File: config.mk
export PLATFORM = sky130hd
export DESIGN_NAME = bound_flasher_ctrl
export DESIGN_NICKNAME = d
export VERILOG_FILES = /design/src/rtl/bound_flasher_ctrl.sv
export SDC_FILE = /design/constraint.sdc
export NUM_CORES = 1
export LEC_CHECK = 0
export CAP_MARGIN = 5
export CORE_AREA = 2 2 65 67
export CTS_CLUSTER_SIZE = 10
export DETAILED_ROUTE_END_ITERATION = 8
export DIE_AREA = 0 0 67 69
export PLACE_DENSITY = 0.75
export RECOVER_POWER = 25
export SLEW_MARGIN = 20
export SYNTH_ARGS = -nofsm -noshare
export SYNTH_HDL_FRONTEND = slang
export SYNTH_SLANG_ARGS = --single-unit
export TNS_END_PERCENT = 20
File: constraint.sdc
create_clock -name clk -period 4.3 [get_ports clk]
set_clock_uncertainty 0.1 [all_clocks]
set_input_delay 0.86 -clock clk [delete_from_list [all_inputs] [get_ports clk]]
set_output_delay 0.86 -clock clk [all_outputs]
set_load 0.02 [all_outputs]
File: src/rtl/bound_flasher_ctrl.sv
// rtl/bound_flasher_ctrl.sv - lamp-bar sequencer: walks the lit count between fixed bounds with flick kickback
// Drives a thermometer lamp vector from the registered lit-lamp count.
module bound_flasher_ctrl #(
  parameter int N_LAMP      = 32,
  parameter int C_HI        = 16,
  parameter int C_MID       = 11,
  parameter int C_LO        = 6,
  parameter int STEP_CYCLES = 1,
  localparam int IW = (N_LAMP > 1) ? $clog2(N_LAMP) : 1,
  localparam int CW = $clog2(N_LAMP + 1),
  localparam int PW = (STEP_CYCLES > 1) ? $clog2(STEP_CYCLES) : 1
) (
  input  logic              clk,
  input  logic              rst_n,
  input  logic              flick,
  output logic [N_LAMP-1:0] lamp,
  output logic [CW-1:0]     cnt,
  output logic              busy,
  output logic              done
);

  if (!(C_LO > 0 && C_LO < C_MID && C_MID < C_HI && C_HI <= N_LAMP && STEP_CYCLES >= 1)) begin : g_bad_params
    $error("bound_flasher_ctrl: illegal bound parameters");
  end

  typedef enum logic [2:0] {
    IDLE = 3'd0,
    UP1  = 3'd1,
    DN1  = 3'd2,
    UP2  = 3'd3,
    DN2  = 3'd4,
    UP3  = 3'd5,
    DN3  = 3'd6
  } state_t;

  localparam logic [CW-1:0] HI   = CW'(C_HI);
  localparam logic [CW-1:0] MID  = CW'(C_MID);
  localparam logic [CW-1:0] LO   = CW'(C_LO);
  localparam logic [PW-1:0] PLST = PW'(STEP_CYCLES - 1);

  state_t        state;
  logic [PW-1:0] pre;
  logic          tick;
  logic          up;
  logic [CW-1:0] cnt_nxt;

  always_comb begin
    tick    = busy && (pre == PLST);
    up      = (state == UP1) || (state == UP2) || (state == UP3);
    cnt_nxt = up ? cnt + 1'b1 : cnt - 1'b1;
  end

  // Transitions are judged against the count this tick produces, not the current one.
  always_ff @(posedge clk or negedge rst_n) begin
    if (!rst_n) begin
      state <= IDLE;
      cnt   <= '0;
      pre   <= '0;
      busy  <= 1'b0;
      done  <= 1'b0;
    end else begin
      done <= 1'b0;
      case (state)
        IDLE: begin
          pre <= '0;
          cnt <= '0;
          if (flick) begin
            state <= UP1;
            busy  <= 1'b1;
          end
        end
        UP1, DN1, UP2, DN2, UP3, DN3: begin
          pre <= tick ? '0 : pre + 1'b1;
          if (tick) begin
            cnt <= cnt_nxt;
            case (state)
              UP1: if (cnt_nxt == HI) state <= DN1;
              DN1: if (cnt_nxt == LO) state <= flick ? UP1 : UP2;
              UP2: if (cnt_nxt == MID) state <= DN2;
              DN2: begin
                if (cnt_nxt == LO && flick) state <= UP2;
                else if (cnt_nxt == '0) state <= flick ? UP2 : UP3;
              end
              UP3: if (cnt_nxt == LO) state <= DN3;
              DN3: begin
                if (cnt_nxt == '0) begin
                  state <= IDLE;
                  busy  <= 1'b0;
                  done  <= 1'b1;
                end
              end
              default: state <= IDLE;
            endcase
          end
        end
        default: begin
          state <= IDLE;
          cnt   <= '0;
          pre   <= '0;
          busy  <= 1'b0;
        end
      endcase
    end
  end

  // Thermometer decoder: index = cnt-1, gated off when nothing is lit.
  logic [IW-1:0] idx;
  logic          en;

  always_comb begin
    idx  = IW'(cnt - 1'b1);
    en   = (cnt != '0);
    lamp = '0;
    for (int i = 0; i < N_LAMP; i++) begin
      lamp[i] = en && (IW'(i) <= idx);
    end
  end

endmodule

==> flow_summary.yaml, run 1 <==
cells_and_area:
  drive_gt1_share_pct: 10.7
  area_growth_pct: 31.8
  multi_input_area_mm2: 0.00113
  final_cell_mix: "clkdlybuf4s50_1, nand2_1, nor2_1"
  design_area_mm2: 0.00201
  instances_no_fill: 284
  final_common_cell: "clkdlybuf4s50_1"
  regArea_um2: 300
  nets: 244
  fillers: 394
  diodes: 0
synth:
  synth_area_leaders: "dfrtp_1, o21ai_0, nand2_1"
  syn_avg_cell_area_um2: 7.66
  synth_nets: 207
  yosys.area.top_type_share_pct: 19.7
  synth_edf_count: 0
  syn_inst: 199
  ys_types: 52
  synth-seq-area-share_pct: 19.7
  ys_seq_elements: 12
  synth_top_flop_cell: "dfrtp_1"
  yosysTopAreaCell: "dfrtp_1"
  syn_area_mm2: 0.00152
  ys_warn_count: 0
  synthArstFlopShare_pct: 100
global_route:
  antenna_found_initial: 0
  grt_pass1_wl_mm: 6.65
  grt_use_total_pct: 17.7
  grt_overflow: 0
  grt_max_degree: 17
  grt_pass1_vias: 1446
hold_path:
  hp-class: "reg -> reg"
  hold_path_end: "pre"
  hp-start: "pre"
  whs_path_depth: 1
sta:
  hold_violations: 0
  worst_slack_ns: 0.321
  relSlewSlack_pct: 44.8
  tightestPinTransition_ns: 0.823
  rsz0062_at_grt: "no"
  slew_violations: 0
  fmax_ghz: 0.251
  setup_tns_ns: 0
  fin_crit_ns: 3.98
  min_period_over_period_pct: 92.5
  setup_viol: 0
worst_setup_path:
  r2r_end: "state[1]"
  cp_max_fo: 16
  regToRegSetupSlack_ns: 1.50
  end_kind: "primary output"
  r2r-start: "cnt[0]"
  critical_path_class: "reg -> out"
  cp-start-kind: "register"
  cp.arrival_ns: 3.02
  reg2reg_depth: 9
  cp.required_ns: 3.34
run_status:
  status: "complete, no violations"
die:
  die_area_mm2: 0.00462
  placementRows: 23
  coreArea_mm2: 0.00391
  die_width_um: 67
  die_h_um: 69
  initial_core_util_pct: 38.9
  ios: 43
detailed_routing:
  drtIter0Drc: 148
  wl_mm: 3.96
  wl_met2_mm: 1.96
  firstDrtPassIters: 4
  highest_layer: "met4"
  routed_via_density: 5.46
  wl_per_cell_um: 14.0
  ant_nets: 0
  met3RoutedLength_um: 228
  wl_met1_mm: 1.76
  drt_drc_violations_left: 0
  via_count: 1551
clock_tree:
  cts_htree_levels: 1
  cts-buffers-inserted: 3
  cts_resized: 0
  clock_sinks: 12
  post-cts-setup-buffer-count: 0
  clk_latency_ns: 0.24
  cts_root_buffer: "clkbuf_8"
  cts_tree: "built"
  cts.reportedPaths.clkPinSlew_ns: 0.05
  cts_hold_buf: 0
  clock_path_buffers: 2
placement:
  place_inst: 281
  place.port_buffers: 42
  dp_hpwl_mm: 3.06
  dp_slack_ns: 0.594
  dpl_cell_area_mm2: 0.00197
  gp_congestion: 0.855
run:
  maxCapViolations: 0
-- flip-flops by register name, summed over array words and instances, names as in the netlist --
name,cells
done,1
busy,1
state,3
pre,1
cnt,6
-- routing by layer --
layer,track usage (%),vias to the layer above
met3,3.10,2
met5,0,-
li1,-,785
met1,23.4,716
met4,3.17,0
met2,29.8,48
-- area by class of cell --
type	instances	area share, %
timing repair buffer	46	22.4
inverter	7	1.31
sequential	12	15.0
clock buffer	3	2.06
multi-input combinational	166	56.1
tap	50	3.12
-- logic make-up (layout without fill, tap and decap cells) --
| kind of cell | Yosys count | in the layout | share of synthesized area [%] |
|---|---|---|---|
| flops | 12 | 12 | 19.7 |
| simple gates | 84 | 84 | 28.3 |
| xor+xnor | 11 | 11 | 7.55 |
| mux | 3 | 3 | 2.79 |
| buf+inv | 21 | 56 | 6.32 |
| fa+ha+maj | 5 | 5 | 4.11 |
| compound gates | 63 | 63 | 31.2 |
-- worst max-delay path by stage --
stage / from / end / slack, ns / cells past startpoint
2_1_floorplan: cnt[0] / lamp[10] / 0.57 / 9
3_3_place_gp: cnt[0] / lamp[6] / 0.70 / 8
3_5_place_dp: cnt[0] / lamp[3] / 0.59 / 8
4_1_cts: cnt[0] / lamp[3] / 0.34 / 8
5_1_grt: cnt[0] / lamp[6] / 0.07 / 8
6_report: cnt[0] / lamp[3] / 0.32 / 8
-- synth_stat cells, types with 2 or more instances --
cell type   n
a21oi_1    16
a31o_2      2
a32oi_1     2
buf_2       5
clkbuf_1    7
dfrtp_1    12
ha_1        5
inv_1       7
mux2i_1     2
nand2_1    23
nand2b_1    2
nand3_1     6
nor2_1     22
nor2b_1     2
nor3_1      9
nor4_1      4
o211a_1     3
o21a_1      2
o21ai_0    18
o21ai_1     3
o22ai_1     2
o31ai_1     2
or2_2       3
or3_1       4
xnor2_1     6
xor2_1      4
-- critical path, cell delays in order (launching register included) --
cell and delay (ns):
dfrtp_1 0.37, inv_1 0.15, ha_1 0.36, nor3b_2 0.27
xnor2_1 0.20, or2_2 0.45, and2_1 0.25, o21ai_0 0.10
clkdlybuf4s50_1 0.62
-- through the flow --
stage / hold slack, ns / utilization, %
floorplan: 0.323 / -
global placement: 0.338 / 50.3
detailed placement: 0.345 / 50.3
CTS: 0.351 / 51.3
global route: 0.385 / 51.3
finish: 0.355 / 51.3
Power of run 1 is left out: the tool's default activity adds up to more than one toggle a clock period on the data nets, which glitch-free logic cannot reach.
==> run 2, diff against run 1 <==
==> constraint.sdc (replaced) <==
create_clock -name clk -period 4.3 [get_ports clk]
set_clock_uncertainty 0.1 [all_clocks]
set_input_delay 0.645 -clock clk [delete_from_list [all_inputs] [get_ports clk]]
set_output_delay 0.645 -clock clk [all_outputs]
set_load 0.02 [all_outputs]
==> flow_summary.yaml, run 2 (same netlist as run 1, synthesis figures left out) <==
placement:
  dp_hpwl_mm: 3.01
  place_inst: 280
  gp_congestion: 0.822
  place.port_buffers: 42
detailed_routing:
  met3RoutedLength_um: 178
  wl_met2_mm: 1.94
  wl_per_cell_um: 13.9
  highest_layer: "met4"
  drtIter0Drc: 117
  firstDrtPassIters: 4
  routed_via_density: 5.54
  via_count: 1568
  wl_mm: 3.93
  drt_drc_violations_left: 0
  ant_nets: 0
  wl_met1_mm: 1.80
run:
  maxCapViolations: 0
clock_tree:
  clock_sinks: 12
  clk_latency_ns: 0.23
  cts_hold_buf: 0
  cts_htree_levels: 1
  cts_root_buffer: "clkbuf_8"
  cts-buffers-inserted: 3
  cts.reportedPaths.clkPinSlew_ns: 0.05
  clock_path_buffers: 2
  cts_tree: "built"
  cts_resized: 0
  post-cts-setup-buffer-count: 0
worst_setup_path:
  critical_path_class: "reg -> out"
  end_kind: "primary output"
  reg2reg_depth: 9
  cp_max_fo: 16
  r2r-start: "cnt[1]"
  cp.required_ns: 3.56
  regToRegSetupSlack_ns: 1.44
  cp-start-kind: "register"
  r2r_end: "state[1]"
  cp.arrival_ns: 3.16
sta:
  hold_violations: 0
  rsz0062_at_grt: "no"
  setup_viol: 0
  min_period_over_period_pct: 90.8
  fmax_ghz: 0.256
  fin_crit_ns: 3.90
  slew_violations: 0
  tightestPinTransition_ns: 0.744
  setup_tns_ns: 0
  relSlewSlack_pct: 49.9
global_route:
  grt_max_degree: 19
  grt_pass1_vias: 1430
  grt_use_total_pct: 17.4
  grt_pass1_wl_mm: 6.64
  antenna_found_initial: 0
  grt_overflow: 0
cells_and_area:
  final_common_cell: "clkdlybuf4s50_1"
  largest_reg_flops: 6
  drive_gt1_share_pct: 10.7
  final_cell_mix: "clkdlybuf4s50_1, nand2_1, nor2_1"
  instances_no_fill: 283
  nets: 243
  utilization_pct: 51.3
  diodes: 0
  top_register: "cnt"
  area_growth_pct: 31.8
  biggestRegsByFlops: "cnt (6), state (3)"
die:
  die_width_um: 67
  coreArea_mm2: 0.00391
  initial_core_util_pct: 38.9
  ios: 43
  placementRows: 23
  die_h_um: 69
  die_area_mm2: 0.00462
hold_path:
  whs_path_depth: 1
  hp-start: "pre"
  hp-class: "reg -> reg"
  hold_path_end: "pre"
run_status:
  status: "complete, no violations"
## run 2: cell types whose count changed in the layout (fill, tap and decap cells not counted)
cell	change
buf_4	-1
xnor2_2	+1
dlygate4sd3_1	+1
clkdlybuf4s50_1	-1
xnor2_1	-1
## run 2: layer usage
metal | up-vias | global-route usage [%]
met5 | - | 0
met4 | 0 | 3.40
met3 | 2 | 3.10
met2 | 44 | 27.7
met1 | 738 | 24.4
li1 | 784 | -
## run 2: worst max-delay path by stage
| stage | start | end | slack [ns] |
|---|---|---|---|
| after floorplan | cnt[0] | lamp[10] | 0.78 |
| after global placement | cnt[1] | lamp[6] | 0.69 |
| after detailed placement | cnt[1] | lamp[5] | 0.53 |
| after CTS | cnt[1] | lamp[5] | 0.28 |
| after global routing | cnt[1] | lamp[3] | 0.13 |
| final | cnt[1] | lamp[4] | 0.40 |
## run 2: area by class of cell
| class | count | area (um^2) |
|---|---|---|
| Clock buffer | 3 | 41.3 |
| Timing Repair Buffer | 45 | 443 |
| Sequential cell | 12 | 300 |
| Inverter | 7 | 26.3 |
| Tap cell | 50 | 62.6 |
| Fill cell | 396 | 1910 |
| Multi-Input combinational cell | 166 | 1130 |
## run 2: per-stage QoR
step,setup WS (ns),instance area (um^2),hold slack [ns]
2_1_floorplan,0.781,1520,0.249
3_3_place_gp,0.691,1960,0.333
6_report,0.396,2010,0.343
5_1_grt,0.128,2010,0.366
3_5_place_dp,0.531,1960,0.338
4_1_cts,0.277,2000,0.344
## run 2: worst max-delay path: stages (launching register included)
cell             delay (ns)
dfrtp_1                0.53
inv_1                  0.18
ha_1                   0.34
nor3b_2                0.31
xnor2_2                0.16
or2_2                  0.43
and2_1                 0.25
o21ai_0                0.10
clkdlybuf4s50_1        0.63
Power of run 2 is left out for the same reason.
==> run 3, diff against run 2 <==
--- a/config.mk
+++ b/config.mk
@@ -5,6 +5,7 @@
 export SDC_FILE = /design/constraint.sdc
 export NUM_CORES = 1
 export LEC_CHECK = 0
+export ABC_AREA = 0
 export CAP_MARGIN = 5
 export CORE_AREA = 2 2 65 67
 export CTS_CLUSTER_SIZE = 10
==> results of run 3 <==
The final DEF is identical to that of run 2; final timing and power are the same.
Power of run 3 is left out for the same reason.
